$ cat config.mk
export PLATFORM = sky130hd
export DESIGN_NAME = if_stage_flat
export DESIGN_NICKNAME = d
export VERILOG_FILES = /design/src/rtl/if_stage_if.sv /design/src/rtl/if_stage.sv /design/src/flat_wrapper.sv
export SDC_FILE = /design/constraint.sdc
export NUM_CORES = 1
export LEC_CHECK = 0
export BUFFER_PORTS_ARGS = -buffer_cell sky130_fd_sc_hd__clkbuf_2
export CORE_UTILIZATION = 45
export CTS_BUF_LIST = sky130_fd_sc_hd__clkbuf_4 sky130_fd_sc_hd__clkbuf_8 sky130_fd_sc_hd__clkbuf_16
export CTS_CLUSTER_SIZE = 25
export DETAILED_ROUTE_END_ITERATION = 10
export PLACE_DENSITY = 0.76
export SETUP_SLACK_MARGIN = 0.15
export SLEW_MARGIN = 20
export SYNTH_ARGS = -nofsm -noshare
export SYNTH_HDL_FRONTEND = slang
export SYNTH_SLANG_ARGS = --single-unit
$ cat constraint.sdc
create_clock -name clk -period 8.1 [get_ports clk]
set_input_delay 1.62 -clock clk [delete_from_list [all_inputs] [get_ports clk]]
set_output_delay 1.62 -clock clk [all_outputs]
set_load 0.02 [all_outputs]
$ cat src/rtl/if_stage_if.sv
// if_stage_if - bus bundle between the fetch stage and its environment.
//   Carries the instruction-memory address/data pair and the decode-facing
//   outputs (captured instruction, its PC, valid flag, fetch counter).
//   master : the fetch stage (drives address and decode outputs)
//   slave  : memory/decode side (drives instruction read data)
interface if_stage_if #(
    parameter int unsigned PC_W = 32
);
    logic [PC_W-1:0] imem_addr_o;
    logic [31:0]     imem_data_i;
    logic [31:0]     inst_o;
    logic [PC_W-1:0] inst_pc_o;
    logic            inst_valid_o;
    logic [31:0]     fetch_cnt_o;

    modport master (
        output imem_addr_o,
        input  imem_data_i,
        output inst_o,
        output inst_pc_o,
        output inst_valid_o,
        output fetch_cnt_o
    );

    modport slave (
        input  imem_addr_o,
        output imem_data_i,
        input  inst_o,
        input  inst_pc_o,
        input  inst_valid_o,
        input  fetch_cnt_o
    );
endinterface

$ cat src/rtl/if_stage.sv
// if_stage - instruction-fetch stage owning the PC.
//   Advances either on a free-running divider tick (run_i=1) or on a
//   debounced-by-synchronizer push-button edge (run_i=0). Supports stall with
//   a one-deep pending event, PC redirect with instruction flush, and a
//   completed-fetch counter.
// Ports:
//   clk, rst       : system clock, asynchronous active-high reset
//   run_i          : 1 = free-run on divider tick, 0 = single-step
//   step_i         : raw step button (asynchronous)
//   stall_i        : hold fetch
//   redirect_i     : load redirect_pc_i, invalidate instruction register
//   redirect_pc_i  : redirect target
//   bus            : imem address/data and decode outputs (master side)
module if_stage #(
    parameter int unsigned         PC_W     = 32,
    parameter logic [PC_W-1:0]     RESET_PC = '0,
    parameter logic [PC_W-1:0]     PC_INC   = PC_W'(1),
    parameter int unsigned         DIV_W    = 28
) (
    input  logic            clk,
    input  logic            rst,
    input  logic            run_i,
    input  logic            step_i,
    input  logic            stall_i,
    input  logic            redirect_i,
    input  logic [PC_W-1:0] redirect_pc_i,
    if_stage_if.master      bus
);

    logic [DIV_W-1:0] r_div;
    logic             r_step_s1;
    logic             r_step_s2;
    logic             r_step_d;
    logic             r_pend;
    logic [PC_W-1:0]  r_pc;
    logic [31:0]      r_inst;
    logic [PC_W-1:0]  r_inst_pc;
    logic             r_inst_valid;
    logic [31:0]      r_fetch_cnt;

    logic             w_tick;
    logic             w_step_rise;
    logic             w_event;
    logic             w_adv;

    assign w_tick      = &r_div;
    // r_step_d is the previous synchronized level; a held button gives one pulse
    assign w_step_rise = r_step_s2 & ~r_step_d;
    assign w_event     = run_i ? w_tick : w_step_rise;
    assign w_adv       = (w_event | r_pend) & ~stall_i & ~redirect_i;

    always_ff @(posedge clk or posedge rst) begin
        if (rst) begin
            r_div        <= '0;
            r_step_s1    <= 1'b0;
            r_step_s2    <= 1'b0;
            r_step_d     <= 1'b0;
            r_pend       <= 1'b0;
            r_pc         <= RESET_PC;
            r_inst       <= '0;
            r_inst_pc    <= '0;
            r_inst_valid <= 1'b0;
            r_fetch_cnt  <= '0;
        end else begin
            r_div     <= r_div + DIV_W'(1);
            r_step_s1 <= step_i;
            r_step_s2 <= r_step_s1;
            r_step_d  <= r_step_s2;

            if (redirect_i) begin
                // coincident events are dropped along with any pending one
                r_pc         <= redirect_pc_i;
                r_inst_valid <= 1'b0;
                r_pend       <= 1'b0;
            end else if (w_adv) begin
                r_inst       <= bus.imem_data_i;
                r_inst_pc    <= r_pc;
                r_inst_valid <= 1'b1;
                r_pc         <= r_pc + PC_INC;
                r_fetch_cnt  <= r_fetch_cnt + 32'd1;
                r_pend       <= 1'b0;
            end else if (w_event) begin
                // only reachable while stalled; extra events merge into one
                r_pend <= 1'b1;
            end
        end
    end

    assign bus.imem_addr_o  = r_pc;
    assign bus.inst_o       = r_inst;
    assign bus.inst_pc_o    = r_inst_pc;
    assign bus.inst_valid_o = r_inst_valid;
    assign bus.fetch_cnt_o  = r_fetch_cnt;

endmodule

$ cat src/flat_wrapper.sv
// flat-port wrapper written by rule: the top's interface ports become plain ports
module if_stage_flat 
#(
    parameter int unsigned         PC_W     = 32,
    parameter logic [PC_W-1:0]     RESET_PC = '0,
    parameter logic [PC_W-1:0]     PC_INC   = PC_W'(1),
    parameter int unsigned         DIV_W    = 28
)
  (clk, rst, run_i, step_i, stall_i, redirect_i, redirect_pc_i, bus_imem_addr_o, bus_imem_data_i, bus_inst_o, bus_inst_pc_o, bus_inst_valid_o, bus_fetch_cnt_o);
  if_stage_if #(.PC_W(PC_W)) bus_i ();
  input  logic clk;
  input  logic rst;
  input  logic run_i;
  input  logic step_i;
  input  logic stall_i;
  input  logic redirect_i;
  input  logic [PC_W-1:0] redirect_pc_i;
  output wire logic [$bits(bus_i.imem_addr_o)-1:0] bus_imem_addr_o;
  input wire logic [$bits(bus_i.imem_data_i)-1:0] bus_imem_data_i;
  output wire logic [$bits(bus_i.inst_o)-1:0] bus_inst_o;
  output wire logic [$bits(bus_i.inst_pc_o)-1:0] bus_inst_pc_o;
  output wire logic [$bits(bus_i.inst_valid_o)-1:0] bus_inst_valid_o;
  output wire logic [$bits(bus_i.fetch_cnt_o)-1:0] bus_fetch_cnt_o;
  assign bus_imem_addr_o = bus_i.imem_addr_o;
  assign bus_i.imem_data_i = bus_imem_data_i;
  assign bus_inst_o = bus_i.inst_o;
  assign bus_inst_pc_o = bus_i.inst_pc_o;
  assign bus_inst_valid_o = bus_i.inst_valid_o;
  assign bus_fetch_cnt_o = bus_i.fetch_cnt_o;
  if_stage #(.PC_W(PC_W), .RESET_PC(RESET_PC), .PC_INC(PC_INC), .DIV_W(DIV_W)) u_core (.clk(clk), .rst(rst), .run_i(run_i), .step_i(step_i), .stall_i(stall_i), .redirect_i(redirect_i), .redirect_pc_i(redirect_pc_i), .bus(bus_i));
endmodule
; ---- Yosys cells after proc, flatten, opt, wreduce, memory -nomap -nowiden
; Cells that the tools add are included.
[classes]
n_reduce_logical = 4
add_sub_neg = 3
muxes = 8
bitwise_logic = 7
[ops]
columns = cell, n
row1 = adder 32 x 1 -> 32 bit (second input constant), 2
row2 = 2-to-1 mux 32 bit, 2
row3 = adder 28 x 1 -> 28 bit (second input constant), 1
row4 = AND reduction 28 bit, 1
row5 = 2-to-1 mux 1 bit, 6
row6 = AND 1 bit, 3
row7 = inverter 1 bit, 3
row8 = nonzero test 3 bit, 1
row9 = AND reduction 2 bit, 1
row10 = nonzero test 2 bit, 1
row11 = OR 1 bit, 1
[word_totals]
out_inout_bits = 129
regBits = 161
elab_cells = 32

; ---- Depth between registers and ports, before layout
[depth]
ltp_word = 8
depth_mapped = 9

; ---- Least setup slack after synthesis
; Ideal clock, no wire load.
[synth_timing]
kind = input to register
from = input stall_i
to = register u_core.r_pc[15] (netlist: u_core.bus.imem_addr_o[15])
t_arrival_ns = 3.085
path_buffers = 1
required_time_ns = 8.018
path_stages = 5
path_slack_ns = 4.933
setup_ns = 0.082
cell_sequence = or4_1 buf_1 or3_1 or3_1 a31oi_1
[synth_via]
elab_chain_len = 4
[synth_rtl]
columns = item, line
row1 = start: declaration, flat_wrapper.sv:15  ; input logic stall_i;
row2 = inverter 1 bit, if_stage.sv:50  ; assign w_adv = (w_event | r_pend) & ~stall_i & ~redirect_i;
row3 = AND 1 bit (2 in series), if_stage.sv:50
row4 = nonzero test 2 bit (no source line), -
row5 = end signal: assignment, if_stage.sv:72  ; r_pc <= redirect_pc_i;
row6 = end signal: assignment, if_stage.sv:79  ; r_pc <= r_pc + PC_INC;
row7 = end: declaration, if_stage.sv:35  ; logic [PC_W-1:0] r_pc;
; Every way passes these cells.
; A chain may end at the register's enable or synchronous reset.

; ---- Worst setup path in the final report
[layout_timing]
from = input run_i
to = register u_core.r_inst[7] (netlist: u_core.bus.inst_o[7])
[layout_via]
elab_chain_len = 5
[layout_rtl]
columns = item, line
row1 = start: declaration, flat_wrapper.sv:13  ; input logic run_i;
row2 = 2-to-1 mux 1 bit, if_stage.sv:49  ; assign w_event = run_i ? w_tick : w_step_rise;
row3 = OR 1 bit, if_stage.sv:50
row4 = AND 1 bit (2 in series), if_stage.sv:50
row5 = AND reduction 2 bit (no source line), -
row6 = end signal: assignment, if_stage.sv:76  ; r_inst <= bus.imem_data_i;
row7 = end: declaration, if_stage.sv:36  ; logic [31:0] r_inst;
; Every way passes these cells.

==> flow_metrics.py <==
metrics = {
    "clock_network": {
        "cts_tree": "yes",
        "hold_buffers": 0,
        "cts_max_path_buffers": 2,
        "cts_sinks": 161,
        "cts_root_buf": "clkbuf_16",
        "ctsResizeCount": 0,
        "clk_pin_slew_ps": 60,
        "post-cts-setup-buffers": 0,
        "h-tree-depth": 4,
        "cts_made_buffers": 17,
        "insertion_delay_ps": 430,
    },
    "synth": {
        "syn_area_per_cell_um2": 11.17,
        "synth_cells": 661,
        "synth.distinct_cells": 44,
        "ys_ff_latch": 161,
        "syn-num-nets": 734,
        "synth_top_area_cell": "dfrtp_1",
        "ys_seq_area_frac": 0.5457,
        "yosysWarnings": 0,
        "netlist.area_leader.share": 0.5457,
        "syn_area_um2": 7383,
        "synth_area_leaders": "dfrtp_1 (55%), mux2_2 (9.9%), xor2_1 (4.3%), nand3_1 (3.2%), or4_1 (2.5%)",
    },
    "floorplanning": {
        "die_y_um": 130.1,
        "core_area_um2": 15940,
        "die_x_um": 130.1,
        "fp-row-count": 46,
        "initial_utilization": 0.4631,
        "die_area_um2": 16920,
        "io_pins": 199,
    },
    "global_routing": {
        "grt_pass1_wl_mm": 27.92,
        "grtUsageTotal": 0.2140,
        "overflow": 0,
        "grt_max_degree": 97,
        "antenna_found_initial": 0,
        "grt_pass1_vias": 5450,
    },
    "drt": {
        "routed_via_density": 5.479,
        "avgRoutedWirePerCell_um": 16.32,
        "drt_drc_violations_left": 0,
        "routed_wl_mm": 17.53,
        "drt-pass1-iter-count": 5,
        "drtAntennaViolNets": 0,
        "route.vias.total": 5884,
        "drtIter0Drc": 290,
    },
    "hold_path": {
        "min-delay-start": "u_core.r_step_s1",
        "hold_path_class": "reg2reg",
    },
    "timing": {
        "finalCritPeriodShare": 0.5058,
        "finalHoldViolCount": 0,
        "tightest_slew_ps": 1166,
        "setup_ws_ps": 4003,
        "tns_ps": 0,
        "setup-violations-final": 0,
        "fmaxAchievable_mhz": 244.1,
        "finalClockSkew_ps": 10.58,
        "rsz0062_at_grt": "no",
        "slew_viol_final": 0,
        "post-route-min-period_ps": 4097,
        "whs_ps": 368.1,
        "max_slew_margin": 0.2156,
    },
    "worst_setup_path": {
        "crit_start": "run_i",
        "rr_startpoint": "u_core.r_div[20]",
        "crit_top_cell": "buf_4",
        "cp-end-kind": "flop",
        "critPathLaunchType": "primary input",
        "required_ps": 8410,
        "worstPathArrival_ps": 4410,
        "critical_path_class": "in2reg",
        "crit_fanout": 94,
        "slowest_delay_ps": 770,
        "cpMaxStageDelayCell": "nor3_2",
        "worstPathCellList": "clkbuf_2 -> nor2_1 -> a21o_1 -> a41oi_4 -> buf_4 -> nor3_2 -> buf_4 -> mux2_2",
    },
    "place": {
        "dp_cells": 1042,
        "finalWeightedCongestion": 0.8455,
        "dp_slack_ps": 3559,
        "hpwl_mm": 11.99,
        "portBuffers": 198,
        "placed_area_um2": 8544,
    },
    "flow_run": {
        "maxCapViolations": 0,
    },
    "final_layout": {
        "syn2layout_area_growth_pct": 24.08,
        "diodes": 0,
        "stdcell_area_um2": 9161,
        "final_nets": 918,
        "final_cells": 1074,
        "drive_gt1_frac": 0.3601,
    },
    "power": {
        "p_leak_nw": 4.297,
        "power_density_nw_per_um2": 249.5,
        "peakVddDrop_v": 0.0001780,
    },
    "run_status": {
        "status": "completed",
    },
}
==> cell families (layout without fill, tap and decap cells) <==
family | count (synthesis) | in the layout | synth area share
AOI/OAI and AO/OA | 58 | 58 | 0.05236
DFF | 161 | 161 | 0.5457
muxes | 65 | 65 | 0.09914
and+or+nand+nor | 270 | 270 | 0.2035
xor gates and xnor gates | 57 | 57 | 0.06762
buffers and inverters | 47 | 244 | 0.02661
adders and majority gates | 3 | 3 | 0.005084
==> critical path: cells and delay by family <==
| kind | cells | cell delay (ps) |
|---|---|---|
| AND/OR/NAND/NOR | 2 | 870 |
| buffers and inverters | 3 | 1220 |
| multiplexers | 1 | 420 |
| AO/OA/AOI/OAI | 2 | 220 |
==> synthesized netlist by cell type (all sizes together) <==
| cell | n |
|---|---|
| dfrtp | 161 |
| and3b | 1 |
| a31oi | 22 |
| xor2 | 36 |
| clkbuf | 24 |
| nand2 | 45 |
| nor4b | 3 |
| nand3 | 47 |
| o21ai | 12 |
| nor4bb | 1 |
| o31ai | 10 |
| mux2 | 65 |
| and3 | 11 |
| nand4 | 25 |
| xnor2 | 21 |
| a21oi | 1 |
| nand2b | 1 |
| ha | 3 |
| nor4 | 24 |
| a21o | 1 |
| nor2b | 2 |
| clkinv | 1 |
| a221o | 3 |
| o311ai | 2 |
| or2 | 3 |
| or3 | 14 |
| buf | 13 |
| a41oi | 1 |
| or4 | 25 |
| nor3 | 20 |
| nor2 | 35 |
| nor3b | 1 |
| o211ai | 6 |
| and4 | 8 |
| and2 | 4 |
| inv | 9 |
==> where the power goes <==
group | internal (mW) | total (mW) | switching, mW
Sequential | 0.917 | 1.00 | 0.0860
Clock | 0.498 | 0.833 | 0.335
Combinational | 0.176 | 0.450 | 0.274
Total | 1.59 | 2.29 | 0.695
==> placed cells by master, fill, tap and decap left out, types with 23 or more instances in the layout <==
cell        n
clkbuf_2  198
dfrtp_1   161
mux2_2     65
nand2_1    45
nand3_1    47
nand4_1    23
nor2_1     35
nor4_1     24
or4_1      25
xor2_1     36
==> cell type report <==
type,count,area [um2]
timing repair buffer,202,1021
clock buffer,18,439.2
inverter,10,42.54
multi-input combinational,453,3182
fill,1396,6782
sequential,161,4029
clock inverter,14,177.7
tap,216,270.3
==> final timing paths <==
path                                       endpoint  slack, ps  depth (start not counted)
min in group asynchronous      u_core.bus.inst_o[2]       1360                          2
setup reg to reg               u_core.bus.inst_o[7]       4320                          7
hold / removal                     u_core.r_step_s2        370                          0
max in group asynchronous  u_core.bus.inst_pc_o[11]       5380                          3
setup / recovery               u_core.bus.inst_o[7]       4000                          8
hold reg to reg                    u_core.r_step_s2        370                          0
==> flip-flops by register name (all words and copies together), names as in the netlist <==
register and count:
u_core.bus.imem_addr_o 32, u_core.bus.inst_pc_o 32, u_core.r_step_s1 1, u_core.r_step_s2 1, u_core.r_div 28, u_core.bus.inst_valid_o 1, u_core.bus.inst_o 32, u_core.r_step_d 1
u_core.bus.fetch_cnt_o 32, u_core.r_pend 1
==> routing by layer <==
metal / global-route usage / up-vias / share of wire
met3: 0.06314 / 18 / 0.064
met4: 0.05404 / 0 / 0.011
met5: 0 / - / 0
met2: 0.3417 / 189 / 0.49
met1: 0.2856 / 2874 / 0.44
li1: - / 2803 / -
==> metrics by stage <==
| stage | util | power [mW] |
|---|---|---|
| 6_report | 0.5746 | 2.285 |
| 5_1_grt | 0.5746 | 2.389 |
| 4_1_cts | 0.5746 | 2.311 |
| 3_5_place_dp | 0.5359 | 1.472 |
| 3_3_place_gp | 0.5359 | 1.459 |
| 2_1_floorplan | - | 1.289 |
No activity file was read; power rests on OpenSTA's default activity.
